`src/rtl/axi_wm_pkg.sv`:
```
// Shared types and constants for the AXI stream write master.
package axi_wm_pkg;

  typedef enum logic [1:0] {
    IDLE = 2'd0,
    ADDR = 2'd1,
    DATA = 2'd2,
    RESP = 2'd3
  } state_t;

  localparam logic [1:0] AXI_BURST_INCR = 2'b01;
  localparam logic [1:0] AXI_RESP_OKAY  = 2'b00;
  localparam int         BOUNDARY_BYTES = 4096;

endpackage

```
`src/rtl/axi_burst_len_calc.sv`:
```
// Burst length for the next AW: min(remaining, MAX_BURST_LEN[, beats to 4KB]).
// The 4KB term exists only when AXI_BOUNDARY_SPLIT_EN is defined.
module axi_burst_len_calc
  import axi_wm_pkg::*;
#(
  parameter int DATA_WIDTH    = 32,
  parameter int MAX_BURST_LEN = 16
) (
  input  logic [31:0] i_addr,
  input  logic [15:0] i_remaining,
  output logic [8:0]  o_blen
);

  localparam int SIZE = $clog2(DATA_WIDTH / 8);

  logic [15:0] w_cap;
  logic        w_unused_addr;

`ifdef AXI_BOUNDARY_SPLIT_EN
  logic [12:0] w_bytes_left;
  logic [15:0] w_to_bound;

  // Address is beat aligned, so the byte distance divides evenly into beats.
  assign w_bytes_left  = 13'(BOUNDARY_BYTES) - {1'b0, i_addr[11:0]};
  assign w_to_bound    = 16'(w_bytes_left >> SIZE);
  assign w_unused_addr = ^i_addr[31:12];

  always_comb begin
    w_cap = (i_remaining > 16'(MAX_BURST_LEN)) ? 16'(MAX_BURST_LEN) : i_remaining;
    if (w_to_bound < w_cap) w_cap = w_to_bound;
  end
`else
  assign w_unused_addr = ^i_addr;

  always_comb begin
    w_cap = (i_remaining > 16'(MAX_BURST_LEN)) ? 16'(MAX_BURST_LEN) : i_remaining;
  end
`endif

  assign o_blen = w_cap[8:0];

endmodule

```
`src/rtl/axi_stream_write_master.sv`:
```
// Command-driven AXI4 INCR write master, one burst outstanding at a time.
// Define AXI_BOUNDARY_SPLIT_EN to split bursts at 4KB boundaries.
module axi_stream_write_master
  import axi_wm_pkg::*;
#(
  parameter int ID_WIDTH      = 4,
  parameter int DATA_WIDTH    = 32,
  parameter int MAX_BURST_LEN = 16,
  parameter int AXI_ID        = 0
) (
  input  logic                    s_axi_aclk,
  input  logic                    s_axi_aresetn,
  input  logic                    cmd_valid,
  output logic                    cmd_ready,
  input  logic [31:0]             cmd_addr,
  input  logic [15:0]             cmd_beats,
  input  logic [DATA_WIDTH-1:0]   in_data,
  input  logic                    in_valid,
  output logic                    in_ready,
  output logic                    done,
  output logic                    error,
  output logic [1:0]              dbg_state,
  output logic [ID_WIDTH-1:0]     m_axi_awid,
  output logic [31:0]             m_axi_awaddr,
  output logic [7:0]              m_axi_awlen,
  output logic [2:0]              m_axi_awsize,
  output logic [1:0]              m_axi_awburst,
  output logic                    m_axi_awvalid,
  input  logic                    m_axi_awready,
  output logic [DATA_WIDTH-1:0]   m_axi_wdata,
  output logic [DATA_WIDTH/8-1:0] m_axi_wstrb,
  output logic                    m_axi_wlast,
  output logic                    m_axi_wvalid,
  input  logic                    m_axi_wready,
  input  logic [ID_WIDTH-1:0]     m_axi_bid,
  input  logic [1:0]              m_axi_bresp,
  input  logic                    m_axi_bvalid,
  output logic                    m_axi_bready
);

  localparam int          SIZE      = $clog2(DATA_WIDTH / 8);
  localparam logic [31:0] ADDR_MASK = ~((32'd1 << SIZE) - 32'd1);

  state_t      r_state;
  logic [31:0] r_addr, r_awaddr;
  logic [15:0] r_remaining;
  logic [8:0]  r_blen, r_beat_cnt;
  logic [7:0]  r_awlen;
  logic        r_awvalid, r_done, r_error;

  logic [31:0] w_cmd_addr, w_next_addr, w_calc_addr;
  logic [15:0] w_rem_next, w_calc_rem;
  logic [8:0]  w_blen;
  logic        w_wlast, w_w_hs, w_bresp_err, w_unused_bid;

  assign w_cmd_addr  = cmd_addr & ADDR_MASK;
  assign w_next_addr = r_addr + (32'(r_blen) << SIZE);
  assign w_rem_next  = r_remaining - 16'(r_blen);
  // The calculator sees the first burst's inputs in IDLE and the follow-on burst's in RESP.
  assign w_calc_addr = (r_state == IDLE) ? w_cmd_addr : w_next_addr;
  assign w_calc_rem  = (r_state == IDLE) ? cmd_beats : w_rem_next;

  axi_burst_len_calc #(
    .DATA_WIDTH    (DATA_WIDTH),
    .MAX_BURST_LEN (MAX_BURST_LEN)
  ) u_len_calc (
    .i_addr      (w_calc_addr),
    .i_remaining (w_calc_rem),
    .o_blen      (w_blen)
  );

  assign w_wlast      = (r_state == DATA) && (r_beat_cnt == r_blen - 9'd1);
  assign w_w_hs       = (r_state == DATA) && in_valid && m_axi_wready;
  assign w_bresp_err  = (m_axi_bresp != AXI_RESP_OKAY);
  assign w_unused_bid = ^m_axi_bid;

  always_ff @(posedge s_axi_aclk or negedge s_axi_aresetn) begin
    if (!s_axi_aresetn) begin
      r_state     <= IDLE;
      r_addr      <= '0;
      r_awaddr    <= '0;
      r_remaining <= '0;
      r_blen      <= '0;
      r_beat_cnt  <= '0;
      r_awlen     <= '0;
      r_awvalid   <= 1'b0;
      r_done      <= 1'b0;
      r_error     <= 1'b0;
    end else begin
      r_done <= 1'b0;
      case (r_state)
        IDLE: begin
          if (cmd_valid) begin
            r_error <= 1'b0;
            if (cmd_beats == 16'd0) begin
              r_done <= 1'b1;
            end else begin
              r_addr      <= w_cmd_addr;
              r_remaining <= cmd_beats;
              r_blen      <= w_blen;
              r_awaddr    <= w_cmd_addr;
              r_awlen     <= 8'(w_blen - 9'd1);
              r_awvalid   <= 1'b1;
              r_state     <= ADDR;
            end
          end
        end
        ADDR: begin
          if (m_axi_awready) begin
            r_awvalid  <= 1'b0;
            r_beat_cnt <= '0;
            r_state    <= DATA;
          end
        end
        DATA: begin
          if (w_w_hs) begin
            if (w_wlast) r_state <= RESP;
            else         r_beat_cnt <= r_beat_cnt + 9'd1;
          end
        end
        RESP: begin
          if (m_axi_bvalid) begin
            r_error <= r_error | w_bresp_err;
            if (w_rem_next != 16'd0) begin
              r_addr      <= w_next_addr;
              r_remaining <= w_rem_next;
              r_blen      <= w_blen;
              r_awaddr    <= w_next_addr;
              r_awlen     <= 8'(w_blen - 9'd1);
              r_awvalid   <= 1'b1;
              r_state     <= ADDR;
            end else begin
              r_done  <= 1'b1;
              r_state <= IDLE;
            end
          end
        end
        default: r_state <= IDLE;
      endcase
    end
  end

  assign cmd_ready     = (r_state == IDLE);
  assign done          = r_done;
  assign error         = r_done & r_error;
  assign dbg_state     = r_state;
  assign m_axi_awid    = ID_WIDTH'(AXI_ID);
  assign m_axi_awaddr  = r_awaddr;
  assign m_axi_awlen   = r_awlen;
  assign m_axi_awsize  = 3'(SIZE);
  assign m_axi_awburst = AXI_BURST_INCR;
  assign m_axi_awvalid = r_awvalid;
  assign m_axi_wdata   = (r_state == DATA) ? in_data : '0;
  assign m_axi_wstrb   = '1;
  assign m_axi_wlast   = w_wlast;
  assign m_axi_wvalid  = (r_state == DATA) && in_valid;
  assign in_ready      = (r_state == DATA) && m_axi_wready;
  assign m_axi_bready  = (r_state == RESP);

endmodule

```
`config.mk`:
```
export PLATFORM = sky130hd
export DESIGN_NAME = axi_stream_write_master
export DESIGN_NICKNAME = d
export VERILOG_FILES = /design/src/rtl/axi_wm_pkg.sv /design/src/rtl/axi_burst_len_calc.sv /design/src/rtl/axi_stream_write_master.sv
export SDC_FILE = /design/constraint.sdc
export NUM_CORES = 1
export LEC_CHECK = 0
export ABC_AREA = 1
export CORE_ASPECT_RATIO = 0.7
export CORE_MARGIN = 10
export CORE_UTILIZATION = 50
export CTS_CLUSTER_DIAMETER = 200
export DETAILED_ROUTE_END_ITERATION = 8
export PLACE_DENSITY = 0.86
export SETUP_SLACK_MARGIN = 0.3
export SYNTH_ARGS = -nofsm -noshare
export SYNTH_HDL_FRONTEND = slang
export SYNTH_SLANG_ARGS = --single-unit
```
`constraint.sdc`:
```
create_clock -name s_axi_aclk -period 4.58 [get_ports s_axi_aclk]
set_clock_uncertainty 0.2 [all_clocks]
set_input_delay 0.916 -clock s_axi_aclk [delete_from_list [all_inputs] [get_ports s_axi_aclk]]
set_output_delay 0.916 -clock s_axi_aclk [all_outputs]
set_load 0.02 [all_outputs]
```
# Yosys cells after proc, flatten, opt, wreduce, memory -nomap -nowiden
# Cells that the tools add are included.
[totals]
output_inout_bits = 95
ff_bits = 79
word_cells = 94
in_bits = 93
[classes]
eq_ne = 12
add_sub_neg = 5
n_mux = 49
bitwise = 2
order_cmp = 1
reduce_logical = 16
[op_table]
columns = ["operator", "n"]
rows = [
  ["$mux 32", 5],
  ["$mux 16", 5],
  ["$mux 9", 8],
  ["$pmux 32 s2", 1],
  ["$pmux 9 s2", 2],
  ["$add 32x11->32", 1],
  ["$mux 8", 4],
  ["$pmux 16 s2", 1],
  ["$gt 16x5->1 const B", 1],
  ["$logic_not 16->1", 1],
  ["$pmux 8 s2", 1],
  ["$reduce_bool 16->1", 1],
  ["$sub 16x9->16", 1],
  ["$ne 2x2->1 const B", 7],
  ["$mux 1", 12],
  ["$mux 2", 6],
  ["$reduce_and 6->1", 2],
  ["$add 9x1->9 const B", 1],
  ["$eq 9x9->1", 1],
  ["$sub 9x1->9 const B", 1],
  ["$pmux 2 s4", 1],
  ["$sub 8x1->8 const B", 1],
  ["$reduce_bool 2->1", 3],
  ["$reduce_and 5->1", 1],
  ["12 further kinds", 17],
]

# Longest topological paths before layout
# Gate-level depths: netlist of the first run.
[depth]
word_depth = 8
depth_mapped = 25
ltp_nobuf = 25

# By module
# Synthesis of the first run repeated with hierarchy kept, for this count alone.
[unflattened]
hier_cells = 1221
area_unflattened_um2 = 7277.0
[modules_own_cells]
columns = ["mod", "cells_each", "n_inst", "area_each_um2", "seq_area_each_um2"]
rows = [
  ["axi_stream_write_master", 1191, 1, 7141.8, 1926.8],
  ["axi_burst_len_calc", 30, 1, 135.1, 0.0],
]

# Worst setup path after synthesis of the first run
# OpenSTA, ideal clock, no wires.
[synth_timing]
path_type = "register -> output"
startpoint = "register r_blen[1]"
endpoint = "output m_axi_wlast"
arrival_time_ns = 2.143
n_path_buf = 0
setup_slack_ns = 1.321
required_time_ns = 3.464
path_stages_with_launch = 8
path_cell_list = "dfrtp_1 -> inv_1 -> ha_1 -> xnor2_1 -> xor2_1 -> nand3_1 -> or3_1 -> nor4_1"
[synth_between]
elab_chain_len = 3
[synth_lines]
columns = ["item", "line", "source"]
rows = [
  ["start, declared", "axi_stream_write_master.sv:47", "logic [8:0] r_blen, r_beat_cnt;"],
  ["start signal, assigned", "axi_stream_write_master.sv:100", "r_blen <= w_blen;"],
  ["start signal, assigned", "axi_stream_write_master.sv:127", "r_blen <= w_blen;"],
  ["$sub 9x1->9", "axi_stream_write_master.sv:72", "assign w_wlast = (r_state == DATA) && (r_beat_cnt == r_blen - 9'd1);"],
  ["$eq 9x9->1", "axi_stream_write_master.sv:72", ""],
  ["$logic_and 1x1->1", "axi_stream_write_master.sv:72", ""],
  ["end, declared", "axi_stream_write_master.sv:32", "output logic m_axi_wlast,"],
]
# No other way between the ends.

# Worst setup path in the final report of the first run
# Ends and elaborated chain as after synthesis.

==> flow_summary.ini, run 1 <==
[setup_path]
arrival_ns = 2.95
cp-end-kind = output pin
reg2regPathDepth = 20
worstSetupPathType = reg -> out
start_kind = flop
r2r_start = dbg_state[0]
cp_data_required_time_ns = 3.46
reg2reg_to = m_axi_awlen[4]
crit_fanout = 5
r2r_setup_slack_ns = 0.80

[cts]
post_cts_buffers = 0
cts_buffer_depth = 2
cts.sinks = 77
hold_buffers = 0
cts_tree = yes
cts_root_buf = clkbuf_16
htreeDepth = 3
cts_resized = 0
clock_latency_ns = 0.34
numCtsBuffers = 9
cts.clk_slew.worst_paths_ns = 0.07

[timing]
tns_ns = 0
holdWs_ns = 0.297
setup_viol = 0
worst_pin_slew_ns = 1.01
final.period_utilization_pct = 88.8
relSlewSlack_pct = 32.4
rsz0062_at_grt = false
report.final.hold_viol_count = 0
final_max_slew_viol_count = 0
fmax_mhz = 246
period_minus_slack_ns = 4.07
worst_slack_ns = 0.512

[hold_path]
min_from = r_error
whs_endpoint = r_error
worstHoldPathType = reg -> reg
hold_depth = 1

[logic_synthesis]
syn_area_per_cell_sq_um = 6.58
yosysSeqAreaShare_pct = 30.7
ys_types = 43
synth-seq-cells = 77
synth_edf_count = 0
yosys_warnings = 0
async_flop_share_pct = 100
syn_inst = 955
syn_area_sq_um = 6290
ys.flop_type = dfrtp_1

[drt]
wl_met2_um = 9440
drt-wirelength-per-cell_um = 16.3
vias_per_cell = 5.32
wl_met1_um = 8870
num_vias = 6769
wl_met3_um = 2050
drc = 0
firstDrtPassIters = 8
drt_iter0_drc = 692
ant_nets = 0
finalWirelength_um = 20700
highest_layer = met4

[finish]
multi_input_area_sq_um = 3630
fin_nets = 1226
n_antenna_cell = 0
register_area_sq_um = 1930
n_fill_cell = 1034
layout-drive-gt1-share_pct = 5.49
fin_util_pct = 66.8
fin_area_sq_um = 8270
area_delta_synth_final_pct = 31.5

[power_and_ir_drop]
vdd_drop_max_mv = 0.201
pwr-share-clk_pct = 43.9
pwr-share-seq_pct = 41.0
netSwitchingFraction_pct = 28.0
p_int_mw = 1.27
combPwrFrac_pct = 15.1
power_density_nw_per_um2 = 213
p_sw_mw = 0.494
p_leak_nw = 4.12

[floorplan]
fp.dieArea_sq_um = 17500
fp.dieH_um = 114
start_util_pct = 50.8
pin_count = 188
fp-row-count = 34
fp.dieW_um = 154
core_area_sq_um = 12400

[grt]
grt_max_degree = 92
overflow = 0
antenna_found_initial = 0
grt_usage_pct = 22.6
grt_pass1_vias = 6428
grt_pass1_wl_um = 33200

[placed_design]
pre_cts_slack_ns = 0.886
io_buffers = 166
post_dp_cell_area_sq_um = 7950
gp_congestion = 0.931
dp_hpwl_um = 15800

[status]
status = finished clean

[flow_run]
cap_violations = 0
worst max path at each step:
stage                  end  startpoint  slack, ns
3_5_place_dp   m_axi_wlast   r_blen[1]       0.89
6_report       m_axi_wlast   r_blen[1]       0.51
4_1_cts        m_axi_wlast   r_blen[1]       0.51
5_1_grt        m_axi_wlast   r_blen[1]       0.36
2_1_floorplan  m_axi_wlast   r_blen[1]       1.32
3_3_place_gp   m_axi_wlast   r_blen[1]       0.91
final cells by class:
type,instances,share of cell area (%)
Clock buffer,9,2.72
Clock inverter,7,1.07
Inverter,134,6.12
Multi-Input combinational cell,714,43.9
Sequential cell,77,23.3
Tap cell,162,2.45
Timing Repair Buffer,170,20.4
cells in the final DEF (no fill, tap or decap), drive strengths merged, types with 2 or more instances in the layout:
| cell type | instances |
|---|---|
| o21bai | 2 |
| o21ai | 48 |
| a21oi | 24 |
| fa | 2 |
| and2 | 5 |
| ha | 25 |
| nor4 | 7 |
| conb | 15 |
| nand3b | 4 |
| nand4 | 18 |
| nor2 | 93 |
| xnor2 | 10 |
| buf | 5 |
| a22oi | 3 |
| a31oi | 28 |
| nor3 | 15 |
| o211ai | 2 |
| o22ai | 3 |
| nand3 | 68 |
| o31ai | 3 |
| dfrtp | 77 |
| inv | 139 |
| xor2 | 24 |
| clkbuf | 9 |
| or2 | 13 |
| nand2 | 295 |
| clkdlybuf4s50 | 165 |
cell usage after synthesis, types with 3 or more instances:
library cell / n / area share (%)
a31oi_1: 28 / 2.8
o21ai_1: 14 / 1.1
nand3_2: 3 / 0.48
nor2_1: 86 / 5.1
and2_1: 5 / 0.50
o22ai_1: 3 / 0.30
clkbuf_1: 15 / 0.90
buf_6: 5 / 0.90
nand2_1: 287 / 17
buf_4: 20 / 2.4
inv_2: 4 / 0.24
o21ai_0: 34 / 2.7
nor3_1: 14 / 1.1
nand3b_1: 4 / 0.48
nand4_1: 18 / 1.8
inv_1: 129 / 7.7
a21oi_1: 22 / 1.8
nand2_2: 8 / 0.80
nor2_2: 7 / 0.70
a22oi_1: 3 / 0.36
nand3_1: 65 / 5.2
o31ai_1: 3 / 0.36
ha_1: 25 / 5.0
xnor2_1: 10 / 1.4
nor4_1: 7 / 0.70
buf_2: 3 / 0.24
dfrtp_1: 77 / 31
or2_2: 13 / 1.3
xor2_1: 24 / 3.3
state kept, by name (all words and copies together), names as in the netlist:
name / cells
m_axi_awvalid: 1
m_axi_awaddr: 30
r_remaining: 16
r_error: 1
r_blen: 9
m_axi_awlen: 8
dbg_state: 2
r_beat_cnt: 9
done: 1
metal layers:
layer,up-vias,global-route usage (%)
met5,-,0
met4,0,5.46
met3,36,5.87
met2,321,35.0
met1,3089,30.7
li1,3323,-
worst max-delay path, cell delays in order (launching register included):
cell and delay (ns):
dfrtp_1 0.41, inv_1 0.24, ha_1 0.29, xnor2_1 0.16
xor2_1 0.20, nand3_1 0.10, or3_1 0.39, nor4_1 0.17
clkdlybuf4s50_1 0.66
metrics by stage:
step / instances / total power [mW]
3_3_place_gp: 1257 / 0.993
2_1_floorplan: 968 / 0.860
6_report: 1273 / 1.76
3_5_place_dp: 1257 / 1.00
4_1_cts: 1273 / 1.76
5_1_grt: 1273 / 1.82
power by group through the flow:
stage,clock network (mW),logic (mW),registers (mW)
final,0.774,0.267,0.723
after global routing,0.801,0.294,0.725
after CTS,0.774,0.267,0.722
after detailed placement,0,0.266,0.735
after global placement,0,0.259,0.735
after floorplan,0,0.132,0.728
cells by family (layout without fill, tap and decap cells):
| logic type | Yosys count | count (layout) | synth area share, % |
|---|---|---|---|
| AO/OA/AOI/OAI | 118 | 118 | 10.7 |
| buffers and inverters | 177 | 320 | 12.5 |
| other | 2 | 15 | 0.119 |
| adder cells (fa/ha/maj) | 27 | 27 | 5.61 |
| XOR/XNOR | 34 | 34 | 4.74 |
| flip-flops | 77 | 77 | 30.7 |
| AND/OR/NAND/NOR | 520 | 520 | 35.7 |
(Power assumes the default switching activity.)
==> run 2: changes to the inputs <==
Settings changed: GPL_TIMING_DRIVEN set to 0, HOLD_SLACK_MARGIN set to 0.1.
==> flow_summary.ini, run 2 (synthesis gave the netlist of run 1 again) <==
[timing]
final_max_slew_viol_count = 0
holdWs_ns = 0.286
relSlewSlack_pct = 48.8
rsz0062_at_grt = false
setup_viol = 0
fmax_mhz = 257
worst_pin_slew_ns = 0.768
report.final.hold_viol_count = 0
period_minus_slack_ns = 3.89
final.period_utilization_pct = 85.0

[setup_path]
worstSetupPathType = reg -> out
cp-end-kind = output pin
start_kind = flop
arrival_ns = 2.78
cpPeakStageDelay_ns = 0.63
crit_fanout = 10
cp_data_required_time_ns = 3.46
worstPathCellList = inv_1 -> ha_1 -> clkbuf_1 -> clkbuf_1 -> nand2_1 -> inv_1 -> clkdlybuf4s50_1
crit_slowest_cell = clkdlybuf4s50_1

[grt]
overflow = 0
grt_pass1_vias = 6505
grt_pass1_wl_um = 34500
grt_max_degree = 51
grt_usage_pct = 24.2
antenna_found_initial = 0

[floorplan]
fp.dieArea_sq_um = 17500
start_util_pct = 50.8
fp.dieW_um = 154
fp.dieH_um = 114
core_area_sq_um = 12400
fp-row-count = 34
pin_count = 188

[drt]
firstDrtPassIters = 8
ant_nets = 0
finalWirelength_um = 22300
vias_per_cell = 5.35
drt_iter0_drc = 844
num_vias = 7017
drc = 0
drt-wirelength-per-cell_um = 17.0

[power_and_ir_drop]
p_int_mw = 1.22
power_density_nw_per_um2 = 197
pwr-share-clk_pct = 39.9
p_sw_mw = 0.455
pwr-share-seq_pct = 43.3
combPwrFrac_pct = 16.8
power_mw = 1.67
vdd_drop_max_mv = 0.191
p_leak_nw = 4.26
netSwitchingFraction_pct = 27.2

[cts]
clock_latency_ns = 0.34
cts_buffer_depth = 2
cts_tree = yes
cts.sinks = 77
cts.clk_slew.worst_paths_ns = 0.06
post_cts_buffers = 0
cts_root_buf = clkbuf_16
htreeDepth = 3
numCtsBuffers = 9

[finish]
layout.cells.most_common = nand2_1
mostFrequentLayoutCells = 287 x nand2_1, 164 x clkdlybuf4s50_1, 128 x inv_1
area_delta_synth_final_pct = 35.2
largest_reg_flops = 30
fin_area_sq_um = 8500
n_antenna_cell = 0
layout-drive-gt1-share_pct = 7.39
fin_nets = 1266

[placed_design]
post_dp_cell_area_sq_um = 8220
gp_congestion = 1.02
io_buffers = 166
dp_hpwl_um = 17900

[hold_path]
worstHoldPathType = reg -> reg

[status]
status = finished clean

[flow_run]
cap_violations = 0
run 2: cell count changes in the layout (fill, tap and decap cells not counted), moves of 2 or more:
| cell | change |
|---|---|
| buf_4 | +16 |
| clkbuf_1 | +15 |
| buf_6 | +5 |
| clkinv_2 | +4 |
| buf_2 | +3 |
| inv_8 | -3 |
| inv_6 | -2 |
run 2: per-layer routing:
layer / GRT usage (%) / wire length [um] / vias up
met5: 0 / 0 / -
met4: 5.52 / 365 / 0
met3: 7.30 / 2490 / 36
met2: 36.9 / 9950 / 371
met1: 32.8 / 9480 / 3198
li1: - / - / 3412
run 2: cell type report:
class	count	area (sq um)
tap	162	203
inverter	134	509
sequential	77	1930
clock buffer	10	239
timing repair buffer	167	1690
buffer	43	278
fill	1052	3880
multi-input combinational	714	3620
clock inverter	5	27.5
run 2: worst paths after layout:
kind | end | cells past startpoint | slack, ns | startpoint
worst max-delay path | m_axi_wdata[5] | 7 | 0.69 | dbg_state[0]
worst min-delay path | m_axi_awlen[4] | 2 | 0.29 | m_axi_awlen[4]
worst max register to register | m_axi_awlen[4] | 22 | 1.00 | r_blen[0]
worst min register to register | m_axi_awlen[4] | 2 | 0.29 | m_axi_awlen[4]
max in group asynchronous | m_axi_awvalid | 2 | 3.28 | s_axi_aresetn
min in group asynchronous | r_beat_cnt[0] | 1 | 0.30 | s_axi_aresetn
run 2: repair_timing:
item                                    in CTS  in global routing
hold buffers                                 0                  0
gates resized for setup                      0                  2
endpoints found under the setup margin       0                  1
run 2: worst max-delay path: cells and delay by family (launching register included):
kind | cells | cell delay [ns]
buffers and inverters | 5 | 1.69
flip-flops | 1 | 0.43
AND/OR/NAND/NOR | 1 | 0.10
adder cells (fa/ha/maj) | 1 | 0.22
run 2: power groups by stage:
stage	sequential (mW)	clock (mW)	combinational (mW)
finish	0.724	0.668	0.281
global route	0.728	0.698	0.308
CTS	0.723	0.669	0.281
detailed placement	0.736	0	0.280
global placement	0.735	0	0.271
floorplan	0.728	0	0.132
run 2: metrics by stage:
stage | utilization, % | worst slack, ns | instances | setup TNS [ns]
CTS | 68.6 | 0.446 | 1312 | 0
global route | 68.6 | 0.469 | 1312 | 0
global placement | 66.2 | -0.430 | 1296 | -32.52
floorplan | - | 1.32 | 968 | 0
finish | 68.6 | 0.688 | 1312 | 0
detailed placement | 66.4 | 0.838 | 1297 | 0
